**config.mk**
```make
export PLATFORM = sky130hd
export DESIGN_NAME = video_timing
export DESIGN_NICKNAME = d
export VERILOG_FILES = /design/src/rtl/video_timing.sv
export SDC_FILE = /design/constraint.sdc
export NUM_CORES = 1
export LEC_CHECK = 0
export BUFFER_PORTS_ARGS = -buffer_cell sky130_fd_sc_hd__buf_2
export CORE_MARGIN = 2
export CORE_UTILIZATION = 45
export CTS_CLUSTER_DIAMETER = 40
export CTS_CLUSTER_SIZE = 24
export DETAILED_ROUTE_END_ITERATION = 12
export PLACE_DENSITY = 0.69
export SKIP_CTS_REPAIR_TIMING = 1
export SLEW_MARGIN = 10
export SYNTH_ARGS = -nofsm -noshare
export SYNTH_HDL_FRONTEND = slang
export SYNTH_SLANG_ARGS = --single-unit
```
**constraint.sdc**
```tcl
create_clock -name CLK_24M -period 1.9 [get_ports CLK_24M]
set_input_delay 0.38 -clock CLK_24M [delete_from_list [all_inputs] [get_ports CLK_24M]]
set_output_delay 0.38 -clock CLK_24M [all_outputs]
set_load 0.02 [all_outputs]
```
**src/rtl/video_timing.sv**
```systemverilog
// Raster timing generator: H/V pixel counters advanced by PIX_CE, with registered
// blank/sync decodes, line/VBL strobes and a field toggle.
module video_timing #(
    parameter int H_TOTAL  = 384,
    parameter int H_ACTIVE = 256,
    parameter int HS_START = 288,
    parameter int HS_END   = 320,
    parameter int V_TOTAL  = 264,
    parameter int V_ACTIVE = 224,
    parameter int VS_START = 240,
    parameter int VS_END   = 244
) (
    input  logic       CLK_24M,
    input  logic       RESET,
    input  logic       PIX_CE,
    output logic [8:0] HCNT,
    output logic [8:0] VCNT,
    output logic       HBLANK,
    output logic       VBLANK,
    output logic       HSYNC,
    output logic       VSYNC,
    output logic       LINE_START,
    output logic       VBL_START,
    output logic       FIELD
);

    if (!(H_ACTIVE < HS_START && HS_START < HS_END && HS_END <= H_TOTAL &&
          V_ACTIVE < VS_START && VS_START < VS_END && VS_END <= V_TOTAL &&
          H_ACTIVE > 0 && V_ACTIVE > 0 && H_TOTAL <= 512 && V_TOTAL <= 512)) begin : g_bad_params
        $error("video_timing: illegal timing parameter combination");
    end

    localparam logic [8:0] H_LAST   = 9'(H_TOTAL - 1);
    localparam logic [8:0] V_LAST   = 9'(V_TOTAL - 1);
    localparam logic [8:0] H_ACT    = 9'(H_ACTIVE);
    localparam logic [8:0] V_ACT    = 9'(V_ACTIVE);
    localparam logic [8:0] V_ACT_M1 = 9'(V_ACTIVE - 1);
    localparam logic [8:0] HS_S     = 9'(HS_START);
    localparam logic [8:0] HS_E     = 9'(HS_END);
    localparam logic [8:0] VS_S     = 9'(VS_START);
    localparam logic [8:0] VS_E     = 9'(VS_END);

    logic [8:0] hcnt_q, hcnt_d;
    logic [8:0] vcnt_q, vcnt_d;
    logic       field_q, field_d;
    logic       hblank_q, hblank_d;
    logic       vblank_q, vblank_d;
    logic       hsync_q, hsync_d;
    logic       vsync_q, vsync_d;
    logic       line_start_q, line_start_d;
    logic       vbl_start_q, vbl_start_d;
    logic       h_wrap, v_wrap;

    always_comb begin
        h_wrap = (hcnt_q == H_LAST);
        v_wrap = (vcnt_q == V_LAST);
        hcnt_d = hcnt_q;
        vcnt_d = vcnt_q;
        if (PIX_CE) begin
            hcnt_d = h_wrap ? 9'd0 : hcnt_q + 9'd1;
            if (h_wrap) begin
                vcnt_d = v_wrap ? 9'd0 : vcnt_q + 9'd1;
            end
        end
        field_d      = field_q ^ (PIX_CE & h_wrap & v_wrap);
        line_start_d = PIX_CE & h_wrap;
        vbl_start_d  = PIX_CE & h_wrap & (vcnt_q == V_ACT_M1);
        // Decode the next counter values so levels land on the same edge as the counters.
        hblank_d = (hcnt_d >= H_ACT);
        hsync_d  = (hcnt_d >= HS_S) && (hcnt_d < HS_E);
        vblank_d = (vcnt_d >= V_ACT);
        vsync_d  = (vcnt_d >= VS_S) && (vcnt_d < VS_E);
    end

    always_ff @(posedge CLK_24M or posedge RESET) begin
        if (RESET) begin
            hcnt_q       <= '0;
            vcnt_q       <= '0;
            field_q      <= 1'b0;
            hblank_q     <= 1'b0;
            vblank_q     <= 1'b0;
            hsync_q      <= 1'b0;
            vsync_q      <= 1'b0;
            line_start_q <= 1'b0;
            vbl_start_q  <= 1'b0;
        end else begin
            hcnt_q       <= hcnt_d;
            vcnt_q       <= vcnt_d;
            field_q      <= field_d;
            hblank_q     <= hblank_d;
            vblank_q     <= vblank_d;
            hsync_q      <= hsync_d;
            vsync_q      <= vsync_d;
            line_start_q <= line_start_d;
            vbl_start_q  <= vbl_start_d;
        end
    end

    assign HCNT       = hcnt_q;
    assign VCNT       = vcnt_q;
    assign HBLANK     = hblank_q;
    assign VBLANK     = vblank_q;
    assign HSYNC      = hsync_q;
    assign VSYNC      = vsync_q;
    assign LINE_START = line_start_q;
    assign VBL_START  = vbl_start_q;
    assign FIELD      = field_q;

endmodule
```
======== After elaboration in Yosys (flattened, before gate mapping) ========
Index checks and enable logic that the tools add are counted.
word-level totals
  register bits after elaboration ......... 25
  word-level logic and storage cells ...... 31
cells by class
  add/subtract/negate cells ............... 2
  magnitude comparators ................... 6
  equality and inequality tests ........... 3
  multiplexer cells ....................... 5
  bitwise gates (word level) .............. 4
  reductions and logical operators ........ 2
operators with widths
  operator                                                                number
  9-bit two-way mux                                                       5
  9-bit by 1-bit adder with 9-bit output (second input constant)          2
  9-bit equality test (second input constant)                             2
  9-bit by 8-bit >= comparator with 1-bit output (second input constant)  2
  9-bit >= comparator (second input constant)                             2
  9-bit by 8-bit equality test with 1-bit output (second input constant)  1
  9-bit by 8-bit < comparator with 1-bit output (second input constant)   1
  9-bit < comparator (second input constant)                              1
  1-bit bitwise AND                                                       3
  1-bit logical AND                                                       2
  1-bit bitwise XOR                                                       1

======== Longest topological paths before layout ========
Gate-level depths: netlist (run 1).
  depth in word-level cells ............... 6
  gate-level depth with buffers ........... 7

======== Worst setup path after synthesis (run 1) ========
No wires, ideal clock.
  kind .................................... reg2reg
  start point ............................. register hcnt_q[0] (netlist: HCNT[0])
  end point ............................... register hsync_q (netlist: HSYNC)
  setup time .............................. 0.077 ns
  arrival time ............................ 1.750 ns
  required time ........................... 1.823 ns
  path slack .............................. 0.073 ns
  cell stages (with the launch flop) ...... 7
  clock period less this slack ............ 1.827 ns
  cells stage by stage .................... dfrtp_1 ha_1 and4b_1 nand3_4 inv_2 or4_1 a21oi_1
between the ends
  word-level cells in the longest chain between the ends .. 5
  elaborated cells between the ends (all ways) .. 7
RTL lines
  element                                                                        line    RTL
  start: declaration                                                             43      logic [8:0] hcnt_q, hcnt_d;
  start signal: assignment                                                       87      hcnt_q <= hcnt_d;
  9-bit by 1-bit adder with 9-bit output or 9-bit equality test (tied branches)  60, 55
  9-bit two-way mux                                                              60      hcnt_d = h_wrap ? 9'd0 : hcnt_q + 9'd1;
  9-bit two-way mux (*)                                                          59      if (PIX_CE) begin
  9-bit >= comparator or 9-bit < comparator (tied branches)                      70      hsync_d = (hcnt_d >= HS_S) && (hcnt_d < HS_E);
  1-bit logical AND (*)                                                          70
  net hsync_d                                                                    48      logic hsync_q, hsync_d;
  end signal: assignment                                                         92      hsync_q <= hsync_d;
  end: declaration                                                               48
The timed path passes the listed nets; every way through them passes the cells marked *.

======== Final worst setup path (run 1) ========
Same ends and word-level chain as after synthesis.

==> results of run 1 <==
worst max-delay path by stage:
stage | from | end | slack, ps | cells after the start
after floorplan | HCNT[0] | HSYNC | 70 | 6
after global placement | HCNT[0] | HSYNC | 140 | 6
after detailed placement | HCNT[0] | HSYNC | 60 | 6
after CTS | HCNT[0] | HSYNC | 40 | 6
after global routing | VCNT[1] | VSYNC | 20 | 6
final | HCNT[0] | HSYNC | 100 | 6
placed cells by master (no fill, tap or decap), drive strengths merged, types with 4 or more instances in the layout:
master	count
dfrtp	24
nor2	9
buf	32
nor4	6
xor2	4
clkbuf	4
nand3	6
inv	6
nand2	13
o21ai	4
xnor2	7
report_power, final:
| part | switching, W | leakage (nW) | internal, W |
|---|---|---|---|
| Combinational | 0.000234 | 0.361 | 0.000176 |
| Sequential | 0.000113 | 0.319 | 0.000589 |
| Clock | 0.000152 | 0.0210 | 0.000117 |
per-layer routing:
layer / track usage, % / vias to the layer above / part of all wire [%] / wire length [um]
met1: 21.3 / 471 / 44 / 1100
li1: - / 479 / - / -
met4: 3.40 / 0 / 0.72 / 18
met5: 0 / - / 0 / 0
met3: 5.81 / 4 / 6.6 / 166
met2: 28.4 / 39 / 49 / 1230
state kept, by name (all words and copies together) (netlist names):
name and flops:
VCNT 9, VBLANK 1, VSYNC 1, HCNT 8, VBL_START 1, LINE_START 1
HSYNC 1, FIELD 1, HBLANK 1
tightest hold or removal path, cell delays in order:
cell and delay (ps):
buf_2 90, inv_1 40, buf_4 280
metrics by stage:
step	area (um^2)	power, W
5_1_grt	1450	0.00146
6_report	1450	0.00138
3_3_place_gp	1390	0.00109
3_5_place_dp	1390	0.00110
2_1_floorplan	1220	0.000955
4_1_cts	1420	0.00137
logic make-up after synthesis:
logic type	synth area share (%)
xor+xnor	7.91
simple gates	26.3
flops	49.3
compound gates	6.98
buf+inv	4.72
mux	2.77
fa+ha+maj	2.05
cells in the mapped netlist (all sizes together), types with 2 or more instances:
library cell,number,share of area [%]
nor4,6,4.1
nor2,9,2.8
a31oi,2,1.0
a21oi,3,1.5
nor3,3,1.2
xor2,4,2.9
o21ai,4,1.6
or4,3,2.2
nand3,6,3.5
mux2,3,2.8
xnor2,7,5.0
nand2,13,4.0
nand4b,2,1.4
ha,2,2.1
and4,2,1.5
inv,6,1.8
or3,2,1.1
buf,4,2.9
nand4,3,2.1
dfrtp,24,49
layout make-up:
class                      count  area [um^2]  share of cell area, %
inverter                       6         25.0                   1.73
multi-input combinational     81          574                   39.7
tap                           30         37.5                   2.60
sequential                    24          601                   41.5
timing repair buffer          32          173                   11.9
clock buffer                   4         36.3                   2.51
==> run summary, run 1 <==
post-DR vias/cell - 5.61
first-pass GRT wire length - 4.25 mm
placed insts - 172
Synth Cell Area - 0.00122 mm^2
CP top delay family - simple AND/OR/NAND/NOR gates
fin nets - 153
dpl ws - 57.0 ps
root buffer cell - clkbuf_4
CP endpoint kind - flip-flop
number of flops mapped to enable cells by yosys - 0
Seq/Total Area, Yosys - 49.3%
number of antenna violations at the first check in global routing - 0
Iter 0 DRT Violations - 17
PD cells - 955 mW/mm^2
Setup TNS - 0 ps
Rel. slew slack - 77.5%
CTS tree - done
CP Launch Type - flip-flop
Core ar. - 0.00252 mm^2
Worst IR Drop VDD - 0.809 mV
worst r2r src - HCNT[0]
gate count after technology mapping - 115
drc violations - 0
Crit-path slowest cell - or4_1
max incr delay on CP - 500 ps
cell chain of the critical path - ha_2, and4b_2, nand3_4, inv_4, or4_1, a21oi_1
DPL Wire Length - 1.81 mm
post-route minimum period - 1800 ps
Required @ worst endpoint - 2140 ps
Starting Density - 48.3%
Final Setup Violations - 0
Final ANT Viol Nets - 0
Area Overhead vs Synth - 18.7%
number of CTS-inserted buffers - 3
ys flop type - dfrtp_1
Die X - 56.0 um
Crit path arrival time - 2040 ps
max_cap viols - 0
Final GP Congestion - 0.850
DR WL/cell - 14.2 um
Final Skew - 9.60 ps
clk_lat worst skew - 320 ps
largest net degree at the start of global routing - 25
final worst slack - 100 ps
library cells used by synthesis - 38
RSZ-0062 raised after global routing - no
worst hold slack - 64.6 ps
die area - 0.00314 mm^2
die height - 56.0 um
yosys warns - 0
outcome - complete, no violations
reg2reg end - HSYNC
I/O pin count - 28
Congestion Overflow GR - 0
Tightest Pin Transition - 335 ps
vias in the first global route - 937
Reg2Reg Depth - 6
Tcrit/Tclk final - 94.7%
Worst Path Max Fanout - 10
# clock sinks - 24
clock slew at reported path FFs - 130 ps
via count - 993
Max Slew Vio Count - 0
WP buf/inv - 1
Overall Global Routing Usage - 17.0%
layout cells sized above 1 - 36.7%
ANT cells - 0
drt first pass iters - 4
WS Path Type - flip-flop to flip-flop
final hold vios - 0
final core occ - 57.3%
drt total wl - 2.51 mm
leakage - 0.700 nW
Clock Path Buffers - 2
CTS HTree Levels - 1
Hold Path Class - primary input to async pin
asr flop ratio synth - 100%
Reg2Reg Setup Slack - 100 ps
Rows - 18
Final Non-Filler Cells - 177
fmax - 556 MHz
port buffer count - 27
Avg Cell Area, Syn - 10.6 um^2
number of synthesized register bits - 24
number of fill cells in the layout - 228
Syn Nets - 120
No activity file was read; power rests on OpenSTA's default activity.
==> run 2: changes to the inputs <==
--- a/config.mk
+++ b/config.mk
@@ -12,6 +12,7 @@
 export CTS_CLUSTER_SIZE = 24
 export DETAILED_ROUTE_END_ITERATION = 12
 export PLACE_DENSITY = 0.69
+export RECOVER_POWER = 100
 export SKIP_CTS_REPAIR_TIMING = 1
 export SLEW_MARGIN = 10
 export SYNTH_ARGS = -nofsm -noshare
==> constraint.sdc (replaced) <==
create_clock -name CLK_24M -period 1.8 [get_ports CLK_24M]
set_input_delay 0.36 -clock CLK_24M [delete_from_list [all_inputs] [get_ports CLK_24M]]
set_output_delay 0.36 -clock CLK_24M [all_outputs]
set_load 0.02 [all_outputs]
==> run summary, run 2 (synthesis results as in run 1) <==
DPL Wire Length - 2.02 mm
Setup TNS - 0 ps
fin nets - 164
Final ANT Viol Nets - 0
CTS tree - done
Tot Pwr - 0.00147 W
post-DR vias/cell - 5.38
Net Sw Power - 0.000538 W
max FFs per register - 9
clk_lat worst skew - 320 ps
Max Slew Vio Count - 0
CP endpoint kind - flip-flop
first-pass GRT wire length - 4.52 mm
die height - 56.0 um
Worst IR Drop VDD - 0.879 mV
max_cap viols - 0
Worst Path Max Fanout - 6
CTS HTree Levels - 1
# clock sinks - 24
Iter 0 DRT Violations - 21
Sw Ratio - 36.7%
Rows - 18
I/O pin count - 28
Tightest Pin Transition - 1300 ps
Seq pwr share - 48.5%
via count - 1,011
Core ar. - 0.00252 mm^2
Tcrit/Tclk final - 95.6%
drt first pass iters - 4
number of antenna violations at the first check in global routing - 0
commonest non-fill, non-tap cell in the layout - dfrtp_1
largest net degree at the start of global routing - 25
Clock Path Buffers - 2
Area Overhead vs Synth - 24.3%
Hold Path Class - primary input to flip-flop
worst r2r src - HCNT[0]
dpl ws - 22.2 ps
max incr delay on CP - 520 ps
Final GP Congestion - 0.869
number of CTS-inserted buffers - 3
Die X - 56.0 um
CP Launch Type - flip-flop
WS Path Type - flip-flop to flip-flop
Crit path arrival time - 1990 ps
cell chain of the critical path - ha_2, and4b_1, nand3_4, inv_2, or4_1, a21oi_2
Overall Global Routing Usage - 18.3%
drc violations - 0
final hold vios - 0
reg2reg end - HSYNC
PD cells - 969 mW/mm^2
worst hold stages - 3
clock share of power - 17.1%
Starting Density - 48.3%
RSZ-0062 raised after global routing - yes
most frequent cells in the layout - 21 x dfrtp_1, 18 x buf_2, 14 x buf_4
DR WL/cell - 14.5 um
outcome - complete, no violations
layout cells sized above 1 - 37.3%
Crit-path slowest cell - or4_1
Rel. slew slack - 13.1%
final worst slack - 78.5 ps
ANT cells - 0
vias in the first global route - 999
drt total wl - 2.72 mm
Int Pwr - 0.000931 W
clock slew at reported path FFs - 130 ps
Final Skew - 9.93 ps
Congestion Overflow GR - 0
worst hold slack - 366 ps
leakage - 0.697 nW
post-route minimum period - 1720 ps
Logic pwr share - 34.4%
worst setup path start - HCNT[0]
Final Setup Violations - 0
crit path to - HSYNC
Reg2Reg Depth - 6
port buffer count - 27
Required @ worst endpoint - 2070 ps
fmax - 581 MHz
root buffer cell - clkbuf_4
Reg2Reg Setup Slack - 80 ps
die area - 0.00314 mm^2
==> run 2: worst max-delay path, delay by kind of cell, from the launching register on <==
kind	cells	cell delay, ps
buffers and inverters	1	70
AOI/OAI and AO/OA	1	110
DFF	1	430
and+or+nand+nor	3	860
adders and majority gates	1	200
==> run 2: through the flow <==
step	cell area, um^2	cells	util, %
after floorplan	1220	115	-
after global placement	1460	181	57.7
after detailed placement	1460	181	57.7
after CTS	1480	185	58.7
after global routing	1520	188	60.1
final	1520	188	60.1
==> run 2: final cells by class <==
class / instances / area [um^2]
Fill cell: 243 / 1010
Timing Repair Buffer: 43 / 236
Tap cell: 30 / 37.5
Sequential cell: 24 / 604
Clock buffer: 4 / 26.3
Multi-Input combinational cell: 81 / 588
Inverter: 6 / 22.5
==> run 2: power groups by stage <==
stage	sequential [W]	clock, W	combinational [W]
6_report	0.000713	0.000251	0.000505
5_1_grt	0.000725	0.000277	0.000549
4_1_cts	0.000712	0.000259	0.000500
3_5_place_dp	0.000722	0	0.000500
3_3_place_gp	0.000717	0	0.000489
2_1_floorplan	0.000841	0	0.000170
==> run 2: worst min-delay path by stage <==
stage | from | endpoint
3_3_place_gp | RESET | VBL_START
6_report | PIX_CE | HCNT[0]
5_1_grt | PIX_CE | HCNT[1]
4_1_cts | RESET | VBL_START
3_5_place_dp | RESET | VBL_START
2_1_floorplan | RESET | FIELD
==> run 2: routing by layer <==
layer  routed length (um)  global-route usage (%)  up-vias
met5                    0                       0        -
met4                   44                    8.84        0
met3                  136                    2.79        6
met2                 1320                    29.1       32
met1                 1210                    24.3      473
li1                     -                       -      500
==> run 3: changes to the inputs <==
--- a/config.mk
+++ b/config.mk
@@ -7,11 +7,11 @@
 export LEC_CHECK = 0
 export BUFFER_PORTS_ARGS = -buffer_cell sky130_fd_sc_hd__buf_2
 export CORE_MARGIN = 2
-export CORE_UTILIZATION = 45
+export CORE_UTILIZATION = 52
 export CTS_CLUSTER_DIAMETER = 40
 export CTS_CLUSTER_SIZE = 24
 export DETAILED_ROUTE_END_ITERATION = 12
-export PLACE_DENSITY = 0.69
+export PLACE_DENSITY = 0.77
 export RECOVER_POWER = 100
 export SKIP_CTS_REPAIR_TIMING = 1
 export SLEW_MARGIN = 10
==> run summary, run 3 (synthesis results as in run 1) <==
outcome - complete, no violations
post-DR vias/cell - 5.77
number of antenna violations at the first check in global routing - 0
Final Skew - 1.67 ps
first-pass GRT wire length - 4.44 mm
CTS tree - done
largest net degree at the start of global routing - 25
Crit-path slowest cell - or4_4
Hold Path Origin - PIX_CE
Die X - 52.4 um
number of fill cells in the layout - 160
ANT cells - 0
Final Non-Filler Cells - 185
fmax - 563 MHz
max FFs per register - 9
Tot Pwr - 0.00147 W
PD cells - 930 mW/mm^2
die height - 52.4 um
Iter 0 DRT Violations - 37
Final Setup Violations - 0
clk_lat worst skew - 320 ps
worst r2r src - HCNT[1]
# clock sinks - 24
Final ANT Viol Nets - 0
Rows - 17
Clock Path Buffers - 2
Sw Ratio - 37.1%
Core ar. - 0.00221 mm^2
Rel. slew slack - 17.3%
most frequent cells in the layout - 27 x buf_2, 19 x dfrtp_1, 13 x buf_4
Final GP Congestion - 0.881
Seq pwr share - 49.5%
Hold Path Class - primary input to flip-flop
clock share of power - 17.0%
final core occ - 71.6%
Logic pwr share - 33.5%
placed insts - 177
final hold vios - 0
leakage - 0.753 nW
Tightest Pin Transition - 1240 ps
die area - 0.00275 mm^2
max incr delay on CP - 520 ps
max_cap viols - 0
Worst Path Max Fanout - 7
I/O pin count - 28
drt total wl - 2.83 mm
final worst slack - 22.7 ps
clock slew at reported path FFs - 130 ps
Starting Density - 55.1%
CP Launch Type - flip-flop
RSZ-0062 raised after global routing - yes
Overall Global Routing Usage - 21.9%
CP top delay family - simple AND/OR/NAND/NOR gates
post-route minimum period - 1780 ps
CTS HTree Levels - 1
worst setup path start - HCNT[1]
Required @ worst endpoint - 2060 ps
area of the multi-input gates - 646 um^2
Int Pwr - 0.000926 W
commonest non-fill, non-tap cell in the layout - buf_2
Setup TNS - 0 ps
via count - 1,067
port buffer count - 27
Max Slew Vio Count - 0
Tcrit/Tclk final - 98.7%
Storage cell area - 607 um^2
Net Sw Power - 0.000547 W
layout cells sized above 1 - 48.4%
WP buf/inv - 1
vias in the first global route - 982
root buffer cell - clkbuf_4
Crit path arrival time - 2040 ps
drc violations - 0
cell chain of the critical path - ha_4, and4b_2, nand3_4, inv_2, or4_4, a21oi_2
dpl ws - 16.3 ps
CP endpoint kind - flip-flop
Worst IR Drop VDD - 0.954 mV
DPL Wire Length - 1.89 mm
drt first pass iters - 4
Congestion Overflow GR - 0
DR WL/cell - 15.3 um
number of CTS-inserted buffers - 3
WS Path Type - flip-flop to flip-flop
Area Overhead vs Synth - 30.0%
fin nets - 163
-- run 3: cell count changes in the layout (fill, tap and decap cells not counted), moves of 2 or more --
cell,delta
clkbuf_1,-10
buf_2,+9
dfrtp_1,-2
dfrtp_2,+2
ha_2,-2
ha_4,+2
-- run 3: final cells by class --
class | instances | area share (%)
multi-input cells | 81 | 40.8
flip-flops and latches | 24 | 38.3
repair buffers | 42 | 15.6
well taps | 28 | 2.21
clock buffers | 4 | 1.66
inverters | 6 | 1.42
-- run 3: worst paths after layout --
| check | end | slack (ps) | cells after the start |
|---|---|---|---|
| hold reg to reg | FIELD | 490 | 1 |
| setup / recovery | HSYNC | 20 | 6 |
| max in group asynchronous | VCNT[3] | 570 | 3 |
| hold / removal | HCNT[1] | 370 | 2 |
| min in group asynchronous | LINE_START | 420 | 3 |
| setup reg to reg | HSYNC | 20 | 6 |
-- run 3: power groups by stage --
stage | logic, W | registers, W | clock network [W]
after floorplan | 0.000170 | 0.000841 | 0
after global placement | 0.000466 | 0.000714 | 0
after detailed placement | 0.000481 | 0.000724 | 0
after CTS | 0.000481 | 0.000714 | 0.000249
after global routing | 0.000542 | 0.000744 | 0.000269
final | 0.000494 | 0.000729 | 0.000250
-- run 3: metrics by stage --
| step | cell area (um^2) | hold slack (ps) |
|---|---|---|
| 2_1_floorplan | 1220 | 375 |
| 3_3_place_gp | 1440 | 410 |
| 3_5_place_dp | 1440 | 420 |
| 4_1_cts | 1460 | 65.3 |
| 5_1_grt | 1580 | 385 |
| 6_report | 1580 | 372 |
-- run 3: layer usage --
layer  wire [um]  GRT usage [%]  part of all wire, %  up-vias
li1            -              -                    -      497
met1        1270           29.5                   45      515
met2        1330           35.2                   47       48
met3         191           3.14                  6.7        7
met4          47           8.97                  1.7        0
met5           0              0                    0        -
